--- src/rtl/pulse_sync_pkg.sv ---
// Shared constants for the multi-channel pulse synchronizer.
package pulse_sync_pkg;

  localparam int unsigned MODE_LEVEL  = 0;
  localparam int unsigned MODE_TOGGLE = 1;
  localparam int unsigned SYNC_MIN    = 2;

endpackage : pulse_sync_pkg

--- src/rtl/pulse_sync_ch.sv ---
// One channel: request synchronizer, edge detect, saturating pending counter
// and sticky overflow flag, all in the clkout domain.
module pulse_sync_ch
  import pulse_sync_pkg::*;
#(
  parameter int unsigned SYNC_STAGES = 2,
  parameter int unsigned MODE        = MODE_LEVEL,
  parameter int unsigned CNT_W       = 3
) (
  input  logic             clkout,
  input  logic             rstn,
  input  logic             req_async,
  input  logic             evt_ready,
  input  logic             ovf_clr,
  output logic             ack,
  output logic             evt_valid,
  output logic [CNT_W-1:0] cnt,
  output logic             ovf
);

  // Chains shorter than the minimum are not metastability-safe; clamp up.
  localparam int unsigned     STAGES  = (SYNC_STAGES < SYNC_MIN) ? SYNC_MIN : SYNC_STAGES;
  localparam logic [CNT_W-1:0] CNT_MAX = {CNT_W{1'b1}};

  logic [STAGES-1:0] sync_q;
  logic              dly_q;
  logic [CNT_W-1:0]  cnt_q;
  logic [CNT_W-1:0]  cnt_d;
  logic              valid_q;
  logic              ovf_q;
  logic              ovf_d;
  logic              det;
  logic              pop;

  // State registers; valid is registered from the next count so it tracks cnt != 0.
  always_ff @(posedge clkout or negedge rstn) begin
    if (!rstn) begin
      sync_q  <= '0;
      dly_q   <= 1'b0;
      cnt_q   <= '0;
      valid_q <= 1'b0;
      ovf_q   <= 1'b0;
    end else begin
      sync_q  <= {sync_q[STAGES-2:0], req_async};
      dly_q   <= sync_q[STAGES-1];
      cnt_q   <= cnt_d;
      valid_q <= (cnt_d != '0);
      ovf_q   <= ovf_d;
    end
  end

  // Event detect and counter update; a drop sets ovf even when cleared the same cycle.
  always_comb begin
    det   = 1'b0;
    pop   = valid_q & evt_ready;
    cnt_d = cnt_q;
    ovf_d = ovf_q & ~ovf_clr;
    if (MODE == MODE_TOGGLE) begin
      det = sync_q[STAGES-1] ^ dly_q;
    end else begin
      det = sync_q[STAGES-1] & ~dly_q;
    end
    if (det && !pop) begin
      if (cnt_q == CNT_MAX) begin
        ovf_d = 1'b1;
      end else begin
        cnt_d = cnt_q + CNT_W'(1);
      end
    end else if (!det && pop) begin
      cnt_d = cnt_q - CNT_W'(1);
    end
  end

  assign ack       = sync_q[STAGES-1];
  assign evt_valid = valid_q;
  assign cnt       = cnt_q;
  assign ovf       = ovf_q;

endmodule : pulse_sync_ch

--- src/rtl/pulse_sync_multi.sv ---
// NCH independent cross-domain request channels with queued events,
// synchronized ack return and sticky per-channel overflow.
module pulse_sync_multi
  import pulse_sync_pkg::*;
#(
  parameter int unsigned NCH         = 4,
  parameter int unsigned SYNC_STAGES = 2,
  parameter int unsigned MODE        = MODE_LEVEL,
  parameter int unsigned CNT_W       = 3
) (
  input  logic                 clkout,
  input  logic                 rstn,
  input  logic [NCH-1:0]       req_async,
  output logic [NCH-1:0]       ack,
  output logic [NCH-1:0]       evt_valid,
  input  logic [NCH-1:0]       evt_ready,
  output logic [NCH*CNT_W-1:0] pend_cnt,
  output logic [NCH-1:0]       ovf,
  input  logic                 ovf_clr
);

  for (genvar i = 0; i < NCH; i++) begin : g_ch
    pulse_sync_ch #(
      .SYNC_STAGES (SYNC_STAGES),
      .MODE        (MODE),
      .CNT_W       (CNT_W)
    ) u_ch (
      .clkout    (clkout),
      .rstn      (rstn),
      .req_async (req_async[i]),
      .evt_ready (evt_ready[i]),
      .ovf_clr   (ovf_clr),
      .ack       (ack[i]),
      .evt_valid (evt_valid[i]),
      .cnt       (pend_cnt[i*CNT_W +: CNT_W]),
      .ovf       (ovf[i])
    );
  end

endmodule : pulse_sync_multi
--- config.mk ---
export PLATFORM = sky130hd
export DESIGN_NAME = pulse_sync_multi
export DESIGN_NICKNAME = d
export VERILOG_FILES = /design/src/rtl/pulse_sync_pkg.sv /design/src/rtl/pulse_sync_ch.sv /design/src/rtl/pulse_sync_multi.sv
export SDC_FILE = /design/constraint.sdc
export NUM_CORES = 1
export LEC_CHECK = 0
export BUFFER_PORTS_ARGS = -buffer_cell sky130_fd_sc_hd__buf_2
export CAP_MARGIN = 20
export CORE_ASPECT_RATIO = 1.2
export CORE_MARGIN = 1.5
export CORE_UTILIZATION = 48
export CTS_CLUSTER_DIAMETER = 150
export DETAILED_ROUTE_END_ITERATION = 10
export PLACE_DENSITY_LB_ADDON = 0.1
export SLEW_MARGIN = 0
export SYNTH_ARGS = -nofsm -noshare
export SYNTH_HDL_FRONTEND = slang
export SYNTH_SLANG_ARGS = --single-unit
--- constraint.sdc ---
create_clock -name clkout -period 1.6 [get_ports clkout]
set_input_delay 0.32 -clock clkout [delete_from_list [all_inputs] [get_ports clkout]]
set_output_delay 0.32 -clock clkout [all_outputs]
set_load 0.03 [all_outputs]
==> results.sh, run 1 <==
export IMPL_fin_setup_tns_ps=0
export IMPL_area_delta_synth_final_pct=19.71
export IMPL_gp_congestion=0.8280
export IMPL_syn_num_nets=174
export IMPL_syn_area_per_cell_um2=10.45
export IMPL_finClkSkew_ps=10.74
export IMPL_power_switching_mw=1.675
export IMPL_ant_nets=0
export IMPL_syn_cell_area_um2=1619
export IMPL_seq_area_frac_synth_pct=49.46
export IMPL_max_freq_mhz=628.7
export IMPL_swShare_pct=44.72
export IMPL_worst_path_max_fanout=4
export IMPL_port_buffers=34
export IMPL_drc=0
export IMPL_worstRegToRegCells=4
export IMPL_ys_ff_latch=32
export IMPL_power_internal_mw=2.071
export IMPL_setup_viol=0
export IMPL_irDropWorstVdd_v=0.001543
export IMPL_crit_path_top_delay_cell="dfrtp_2"
export IMPL_r2r_end="g_ch[1].u_ch.evt_valid"
export IMPL_rows=22
export IMPL_holdPathEnd="g_ch[0].u_ch.sync_q[0]"
export IMPL_antenna_cells=0
export IMPL_die_width_um=56.02
export IMPL_hold_class="primary input to register"
export IMPL_hp_start="req_async[0]"
export IMPL_io_pins=35
export IMPL_drive_gt1_share_pct=36.08
export IMPL_layoutNonFillerInstCount=230
export IMPL_run_status="complete, no violations"
export IMPL_clkSinkCount=32
export IMPL_maxCapViolCount=0
export IMPL_clk_latency_ps=330
export IMPL_power_frac_seq_pct=35.3
export IMPL_startpoint="g_ch[1].u_ch.cnt[1]"
export IMPL_leakagePower_nw=0.8914
export IMPL_r2r_slack_ps=9
export IMPL_antenna_found_initial=0
export IMPL_grt_pass1_vias=1253
export IMPL_powerDensity_nw_per_um2=1933
export IMPL_power_frac_comb_pct=51.6
export IMPL_start_util_pct=51.59
export IMPL_layout_min_cycle_time_ps=1591
export IMPL_drt_iter0_drc=81
export IMPL_grt_use_total_pct=18.81
export IMPL_hold_depth=1
export IMPL_fp_dieH_um=66.62
export IMPL_clk_pin_slew_worst_paths_ps=110
export IMPL_cp_buffers_inverters=0
export IMPL_rsz0062_at_grt="yes"
export IMPL_cts_max_path_buffers=2
export IMPL_synth_warning_count=0
export IMPL_synth_edf_count=0
export IMPL_dp_cells=217
export IMPL_postRouteWirelength_um=3157
export IMPL_synthCells=155
export IMPL_tightest_slew_ps=404.8
export IMPL_cts_tree="built"
export IMPL_hold_viol=0
export IMPL_critPathLaunchType="register"
export IMPL_nets=212
export IMPL_cts_buffers=5
export IMPL_drtPass1Iterations=4
export IMPL_via_count=1260
export IMPL_maxSlewViolCount=0
export IMPL_die_area_um2=3732
export IMPL_clockPowerShare_pct=13.1
export IMPL_fin_crit_sh_pct=99.42
export IMPL_overflow=0
export IMPL_crit_arrival_ps=1820
export IMPL_worstPathCellList="ha_4, a22o_4, or4_1, a31o_1"
export IMPL_async_flop_share_pct=100.0
export IMPL_path_class="register to register"
export IMPL_grt_max_degree=33
export IMPL_slew_headroom_pct=73.01
export IMPL_synthFlopType="dfrtp_1"
export IMPL_drt_vias_per_instance=5.478
export IMPL_reg2reg_from="g_ch[1].u_ch.cnt[1]"
export IMPL_cts_root_buf="clkbuf_4"
export IMPL_grt_pass1_wl_um=5319
export IMPL_endpoint_kind="register"
export IMPL_dp_hpwl_um=2191
export IMPL_h_tree_depth=2
export IMPL_path_delay_family="flip-flops"
export IMPL_yosysUniqueCellTypes=43
export IMPL_wl_per_cell_um=13.73
export IMPL_max_stage_delay_ps=460
export IMPL_critPathRequiredTime_ps=1830
export IMPL_design_core_area_um2=3138
-- cells by family after synthesis --
group | count (synthesis) | share of synthesized area [%]
AND/OR/NAND/NOR | 55 | 19.32
flip-flops | 32 | 49.46
AO/OA/AOI/OAI | 29 | 12.60
buffers and inverters | 25 | 9.042
adder cells (fa/ha/maj) | 8 | 6.183
XOR/XNOR | 4 | 2.164
multiplexers | 2 | 1.237
-- final cells by class --
cell class / instances / area (um^2)
tap: 36 / 45.04
clock inverter: 2 / 10.01
multi-input combinational: 98 / 723.2
timing repair buffer: 44 / 254.0
fill: 292 / 1200
inverter: 12 / 45.04
sequential: 32 / 809.5
clock buffer: 6 / 51.30
-- cells in the mapped netlist (2+ instances only) --
master	n	share of area, %
o221ai_1	2	1.1
nand3_1	6	1.9
mux2i_1	2	1.2
inv_1	12	2.8
a31o_1	2	1.1
nor2b_1	4	1.5
nor3b_1	2	0.93
nand2_1	11	2.6
ha_1	8	6.2
and2_1	2	0.77
o21ai_0	3	0.93
dfrtp_1	32	49
a211oi_1	2	0.93
or4_1	3	1.4
buf_4	12	5.6
a21oi_1	7	2.2
and2_4	2	1.1
nor2_1	10	2.3
o32ai_1	3	1.6
and3_1	2	0.77
nand2b_1	3	1.2
xnor2_1	4	2.2
-- worst max path at each step --
stage,end,slack (ps),cells past startpoint
finish,g_ch[1].u_ch.evt_valid,9,4
floorplan,g_ch[1].u_ch.evt_valid,-30,4
detailed placement,g_ch[1].u_ch.evt_valid,8,4
global placement,g_ch[1].u_ch.evt_valid,50,4
CTS,g_ch[1].u_ch.evt_valid,3,4
global route,g_ch[1].u_ch.evt_valid,-20,4
-- cell usage in the layout (no fill, tap or decap), types with 2 or more instances in the layout --
cell type and n:
nand2_1 10, clkinv_2 2, mux2i_1 2, and3_1 2, inv_1 10, o221ai_1 2
dfrtp_2 7, buf_4 9, ha_1 5, clkbuf_4 5, o21ai_0 3, a21oi_1 7
ha_4 3, or4_1 3, nor3b_1 2, nand3_1 6, nor2b_1 3, o32ai_1 3
dfrtp_1 25, buf_2 33, xnor2_1 4, nor2_1 10, nand2b_1 3, inv_2 2
and2_4 2, a211oi_1 2, and2_1 2, a31o_1 2
-- layer usage --
layer / global-route usage [%] / vias to the layer above / wire length (um)
li1: - / 605 / -
met5: 0 / - / 0
met2: 31.03 / 44 / 1515
met3: 6.602 / 10 / 166
met4: 11.90 / 0 / 89
met1: 20.65 / 601 / 1386
-- registers in the layout, summed over array words and instances, names as in the netlist --
register and cells:
g_ch.u_ch.cnt 12, g_ch.u_ch.sync_q 8, g_ch.u_ch.dly_q 4, g_ch.u_ch.evt_valid 4
g_ch.u_ch.ovf 4
-- power groups by stage --
stage	logic, mW	clock network [mW]	registers, mW
after global placement	1.72	0	1.31
after floorplan	1.07	0	1.61
after global routing	2.11	0.548	1.36
after detailed placement	1.79	0	1.33
after CTS	1.87	0.523	1.31
final	1.93	0.492	1.32
-- what timing repair did --
| action | 4_1_cts | 5_1_grt |
|---|---|---|
| hold buffers | 1 | 0 |
| gates resized for setup | 0 | 9 |
| pin swaps | 1 | 2 |
| hold endpoints to repair | 24 | 0 |
| setup buffers | 3 | 1 |
| endpoints found under the setup margin | 1 | 6 |
-- per-stage QoR --
step,setup slack [ps],hold slack (ps),utilization [%],power (mW),cell area (um^2)
after detailed placement,7.751,337.3,57.78,3.123,1813
after CTS,3.250,61.59,60.77,3.697,1907
after floorplan,-25.25,24.41,-,2.675,1662
after global routing,-17.64,54.92,61.76,4.024,1938
final,9.310,82.55,61.76,3.746,1938
after global placement,45.20,332.5,57.78,3.036,1813
Power figures use the tool's default switching activity.
==> run 2, diff against run 1 <==
--- a/config.mk
+++ b/config.mk
@@ -7,9 +7,11 @@
 export LEC_CHECK = 0
 export BUFFER_PORTS_ARGS = -buffer_cell sky130_fd_sc_hd__buf_2
 export CAP_MARGIN = 20
+export CELL_PAD_IN_SITES_DETAIL_PLACEMENT = 0
+export CELL_PAD_IN_SITES_GLOBAL_PLACEMENT = 1
 export CORE_ASPECT_RATIO = 1.2
 export CORE_MARGIN = 1.5
-export CORE_UTILIZATION = 48
+export CORE_UTILIZATION = 37
 export CTS_CLUSTER_DIAMETER = 150
 export DETAILED_ROUTE_END_ITERATION = 10
 export PLACE_DENSITY_LB_ADDON = 0.1
==> results.sh, run 2 (same netlist as run 1, synthesis figures left out) <==
export IMPL_maxCapViolCount=0
export IMPL_hold_depth=1
export IMPL_antenna_cells=0
export IMPL_drive_gt1_share_pct=37.76
export IMPL_grt_pass1_wl_um=5181
export IMPL_worst_path_max_fanout=4
export IMPL_wl_per_cell_um=12.29
export IMPL_io_pins=35
export IMPL_worstPathCellList="ha_4, a22o_4, or4_4, a31o_1"
export IMPL_tightest_slew_ps=418.3
export IMPL_die_area_um2=4783
export IMPL_max_freq_mhz=638.6
export IMPL_startpoint="g_ch[1].u_ch.cnt[1]"
export IMPL_maxSlewViolCount=0
export IMPL_mostFrequentLayoutCells="34 x buf_2, 25 x dfrtp_1, 11 x nand2_1, 11 x buf_4"
export IMPL_setup_ws_ps=34.19
export IMPL_grt_max_degree=19
export IMPL_dp_hpwl_um=2307
export IMPL_area_delta_synth_final_pct=24.50
export IMPL_r2r_slack_ps=30
export IMPL_r2r_end="g_ch[1].u_ch.evt_valid"
export IMPL_setup_viol=0
export IMPL_reg2reg_from="g_ch[1].u_ch.cnt[1]"
export IMPL_die_width_um=63.39
export IMPL_cts_buffers=5
export IMPL_overflow=0
export IMPL_rsz0062_at_grt="yes"
export IMPL_start_util_pct=38.28
export IMPL_layout_commonest_cell="buf_2"
export IMPL_dpl_worst_slack_ps=8.487
export IMPL_dp_cells=241
export IMPL_clk_latency_ps=280
export IMPL_slew_headroom_pct=72.11
export IMPL_drt_iter0_drc=42
export IMPL_grt_pass1_vias=1175
export IMPL_layout_min_cycle_time_ps=1566
export IMPL_crit_path_top_delay_cell="dfrtp_2"
export IMPL_path_delay_family="flip-flops"
export IMPL_grt_use_total_pct=14.15
export IMPL_postRouteWirelength_um=3096
export IMPL_fin_crit_sh_pct=97.86
export IMPL_cts_max_path_buffers=2
export IMPL_layoutNonFillerInstCount=252
export IMPL_drc=0
export IMPL_holdPathEnd="g_ch[3].u_ch.sync_q[0]"
export IMPL_cp_buffers_inverters=0
export IMPL_ant_nets=0
export IMPL_path_class="register to register"
export IMPL_leakagePower_nw=0.9143
export IMPL_cts_root_buf="clkbuf_8"
export IMPL_antenna_found_initial=0
export IMPL_worstRegToRegCells=4
export IMPL_largest_register_ffs=12
export IMPL_via_count=1230
export IMPL_critPathLaunchType="register"
export IMPL_finalPower_mw=3.865
export IMPL_powerDensity_nw_per_um2=1917
export IMPL_h_tree_depth=2
export IMPL_run_status="complete, no violations"
export IMPL_endpoint_kind="register"
export IMPL_design_core_area_um2=4229
export IMPL_critPathRequiredTime_ps=1770
export IMPL_clk_pin_slew_worst_paths_ps=70
export IMPL_utilization_pct=47.66
export IMPL_port_buffers=34
export IMPL_drt_vias_per_instance=4.881
export IMPL_gp_congestion=0.8121
export IMPL_nets=214
export IMPL_drtPass1Iterations=4
export IMPL_max_stage_delay_ps=440
export IMPL_hold_class="primary input to register"
export IMPL_cts_tree="built"
export IMPL_fp_dieH_um=75.47
export IMPL_crit_arrival_ps=1740
export IMPL_clkSinkCount=32
export IMPL_hold_viol=0
export IMPL_hp_start="req_async[3]"
export IMPL_irDropWorstVdd_v=0.0007563
export IMPL_rows=26
export IMPL_finClkSkew_ps=3.995
-- run 2: cell count changes in the layout (fill, tap and decap cells not counted), sizes merged --
cell | before | now
buf | 43 | 45
-- run 2: layout make-up --
class,count,area [um^2]
clock inverters,2,10.01
multi-input cells,98,735.7
repair buffers,46,262.8
well taps,56,70.07
fillers,425,2213
clock buffers,6,82.58
inverters,12,45.04
flip-flops and latches,32,809.5
-- run 2: worst max-delay path by stage --
stage                                         to  slack, ps  cells after the start
after floorplan           g_ch[1].u_ch.evt_valid        -30                      4
after global routing      g_ch[1].u_ch.evt_valid        -10                      4
after global placement    g_ch[1].u_ch.evt_valid         30                      4
final                     g_ch[1].u_ch.evt_valid         30                      4
after CTS                 g_ch[1].u_ch.evt_valid         -2                      4
after detailed placement  g_ch[1].u_ch.evt_valid          8                      4
-- run 2: stage by stage --
| stage | cell area (um^2) | hold slack, ps | TNS, ps |
|---|---|---|---|
| floorplan | 1662 | 24.41 | -25.25 |
| global placement | 1868 | 283.0 | 0 |
| detailed placement | 1868 | 281.4 | 0 |
| CTS | 1978 | 133.3 | -1.545 |
| global route | 2016 | 123.8 | -10.10 |
| finish | 2016 | 144.2 | 0 |
-- run 2: repair_timing --
action,4_1_cts,5_1_grt
endpoints found under the setup margin,1,4
hold endpoints to repair,16,0
setup buffers,1,1
pin swaps,0,3
resized for setup,0,8
hold buffers,1,0
-- run 2: power breakdown --
part	internal (mW)	leakage (nW)	switching [mW]
combinational	0.819	0.502	1.12
clock	0.343	0.0510	0.294
sequential	1.05	0.361	0.239
total	2.21	0.914	1.65
-- run 2: layer usage --
metal	vias to the layer above	global-route usage (%)	wire [um]
met3	5	4.284	132
met1	589	16.13	1338
li1	610	-	-
met2	26	24.44	1576
met4	0	7.246	48
met5	-	0	0
==> run 3, diff against run 2 <==
==> constraint.sdc (replaced) <==
create_clock -name clkout -period 1.6 [get_ports clkout]
set_input_delay 0.08 -clock clkout [delete_from_list [all_inputs] [get_ports clkout]]
set_output_delay 0.08 -clock clkout [all_outputs]
set_load 0.03 [all_outputs]
==> results.sh, run 3 (same netlist as run 1, synthesis figures left out) <==
export IMPL_postRouteWirelength_um=3183
export IMPL_cts_tree="built"
export IMPL_overflow=0
export IMPL_max_stage_delay_ps=450
export IMPL_utilization_pct=47.99
export IMPL_clk_pin_slew_worst_paths_ps=70
export IMPL_power_switching_mw=1.635
export IMPL_cts_root_buf="clkbuf_8"
export IMPL_clkSinkCount=32
export IMPL_design_core_area_um2=4229
export IMPL_critPathRequiredTime_ps=1760
export IMPL_die_area_um2=4783
export IMPL_grt_pass1_wl_um=5319
export IMPL_drt_vias_per_instance=4.863
export IMPL_maxCapViolCount=0
export IMPL_place_area_um2=1861
export IMPL_swShare_pct=42.82
export IMPL_critPathLaunchType="register"
export IMPL_antenna_cells=0
export IMPL_endpoint_kind="register"
export IMPL_ant_nets=0
export IMPL_port_buffers=34
export IMPL_fin_setup_tns_ps=0
export IMPL_rows=26
export IMPL_slew_headroom_pct=73.63
export IMPL_layout_min_cycle_time_ps=1576
export IMPL_layout_commonest_cell="buf_2"
export IMPL_h_tree_depth=2
export IMPL_dp_hpwl_um=2299
export IMPL_leakagePower_nw=0.9279
export IMPL_antenna_found_initial=0
export IMPL_reg2reg_from="g_ch[1].u_ch.cnt[0]"
export IMPL_fp_dieH_um=75.47
export IMPL_setup_ws_ps=24.12
export IMPL_grt_use_total_pct=14.34
export IMPL_drive_gt1_share_pct=34.00
export IMPL_max_freq_mhz=634.6
export IMPL_drt_iter0_drc=39
export IMPL_mostFrequentLayoutCells="34 x buf_2, 28 x dfrtp_1, 11 x nand2_1, 11 x buf_4"
export IMPL_area_delta_synth_final_pct=25.35
export IMPL_hold_viol=0
export IMPL_irDropWorstVdd_v=0.0007569
export IMPL_power_frac_seq_pct=33.8
export IMPL_power_frac_comb_pct=49.8
export IMPL_powerDensity_nw_per_um2=1882
export IMPL_run_status="complete, no violations"
export IMPL_worstPathCellList="ha_4, a22o_1, or4_1, a31o_1"
export IMPL_via_count=1245
export IMPL_path_class="register to register"
export IMPL_io_pins=35
export IMPL_dpl_worst_slack_ps=18.13
export IMPL_rsz0062_at_grt="yes"
export IMPL_path_delay_family="flip-flops"
export IMPL_drtPass1Iterations=4
export IMPL_grt_max_degree=18
export IMPL_grt_pass1_vias=1184
export IMPL_worst_path_max_fanout=4
export IMPL_start_util_pct=38.28
export IMPL_cts_max_path_buffers=2
export IMPL_finalPower_mw=3.819
export IMPL_tightest_slew_ps=394.7
export IMPL_power_internal_mw=2.184
export IMPL_finClkSkew_ps=2.762
export IMPL_fin_crit_sh_pct=98.49
export IMPL_setup_viol=0
export IMPL_drc=0
export IMPL_maxSlewViolCount=0
export IMPL_cp_buffers_inverters=0
export IMPL_hold_class="primary input to register"
export IMPL_nets=218
export IMPL_crit_arrival_ps=1740
export IMPL_cts_buffers=5
export IMPL_gp_congestion=0.8156
export IMPL_dp_cells=240
export IMPL_clockPowerShare_pct=16.4
export IMPL_startpoint="g_ch[1].u_ch.cnt[0]"
export IMPL_layoutNonFillerInstCount=256
export IMPL_crit_path_top_delay_cell="dfrtp_2"
export IMPL_hp_start="ovf_clr"
export IMPL_fin_hold_ws_ps=66.92
export IMPL_postLayoutCellArea_um2=2029
export IMPL_wl_per_cell_um=12.43
export IMPL_clk_latency_ps=270
export IMPL_die_width_um=63.39
export IMPL_largest_register_ffs=12
[run 3: cell count changes in the layout (fill, tap and decap cells not counted), sizes merged]
cell         before  now
dlygate4sd3       1    5
[run 3: path summary, 6_finish.rpt]
path	to	slack [ps]	cells after the start
max	g_ch[1].u_ch.evt_valid	20	4
min	g_ch[3].u_ch.ovf	70	2
max reg2reg	g_ch[1].u_ch.evt_valid	20	4
min reg2reg	g_ch[0].u_ch.sync_q[1]	350	0
max in group asynchronous	g_ch[3].u_ch.sync_q[1]	870	3
min in group asynchronous	g_ch[1].u_ch.dly_q	260	2
[run 3: worst reg2reg max path: stages (launching register included)]
cell and delay [ps]:
dfrtp_2 450, ha_4 180, a22o_1 250, or4_1 400, a31o_1 190
[run 3: metal layers]
| layer | up-vias | part of all wire (%) | GRT usage, % | wire, um |
|---|---|---|---|---|
| li1 | 621 | - | - | - |
| met5 | - | 0 | 0 | 0 |
| met1 | 595 | 44 | 17.15 | 1402 |
| met3 | 2 | 3.9 | 4.136 | 123 |
| met2 | 27 | 51 | 24.91 | 1638 |
| met4 | 0 | 0.57 | 5.314 | 18 |
[run 3: repair_timing]
action | CTS | global route
setup endpoints to repair | 0 | 3
resized for setup | 0 | 2
hold buffers | 5 | 0
hold endpoints to repair | 19 | 0
buffers inserted | 0 | 3
[run 3: power by group through the flow]
stage | clock network, mW | logic (mW) | registers (mW)
floorplan | 0 | 1.07 | 1.61
finish | 0.626 | 1.90 | 1.29
CTS | 0.658 | 1.86 | 1.30
global route | 0.698 | 2.11 | 1.33
detailed placement | 0 | 1.83 | 1.32
global placement | 0 | 1.82 | 1.31
[run 3: area by class of cell]
| class | count | area, um^2 |
|---|---|---|
| Fill cell | 432 | 2200 |
| Multi-Input combinational cell | 98 | 713.2 |
| Tap cell | 56 | 70.07 |
| Timing Repair Buffer | 50 | 302.8 |
| Sequential cell | 32 | 805.8 |
| Clock inverter | 2 | 10.01 |
| Inverter | 12 | 45.04 |
| Clock buffer | 6 | 82.58 |
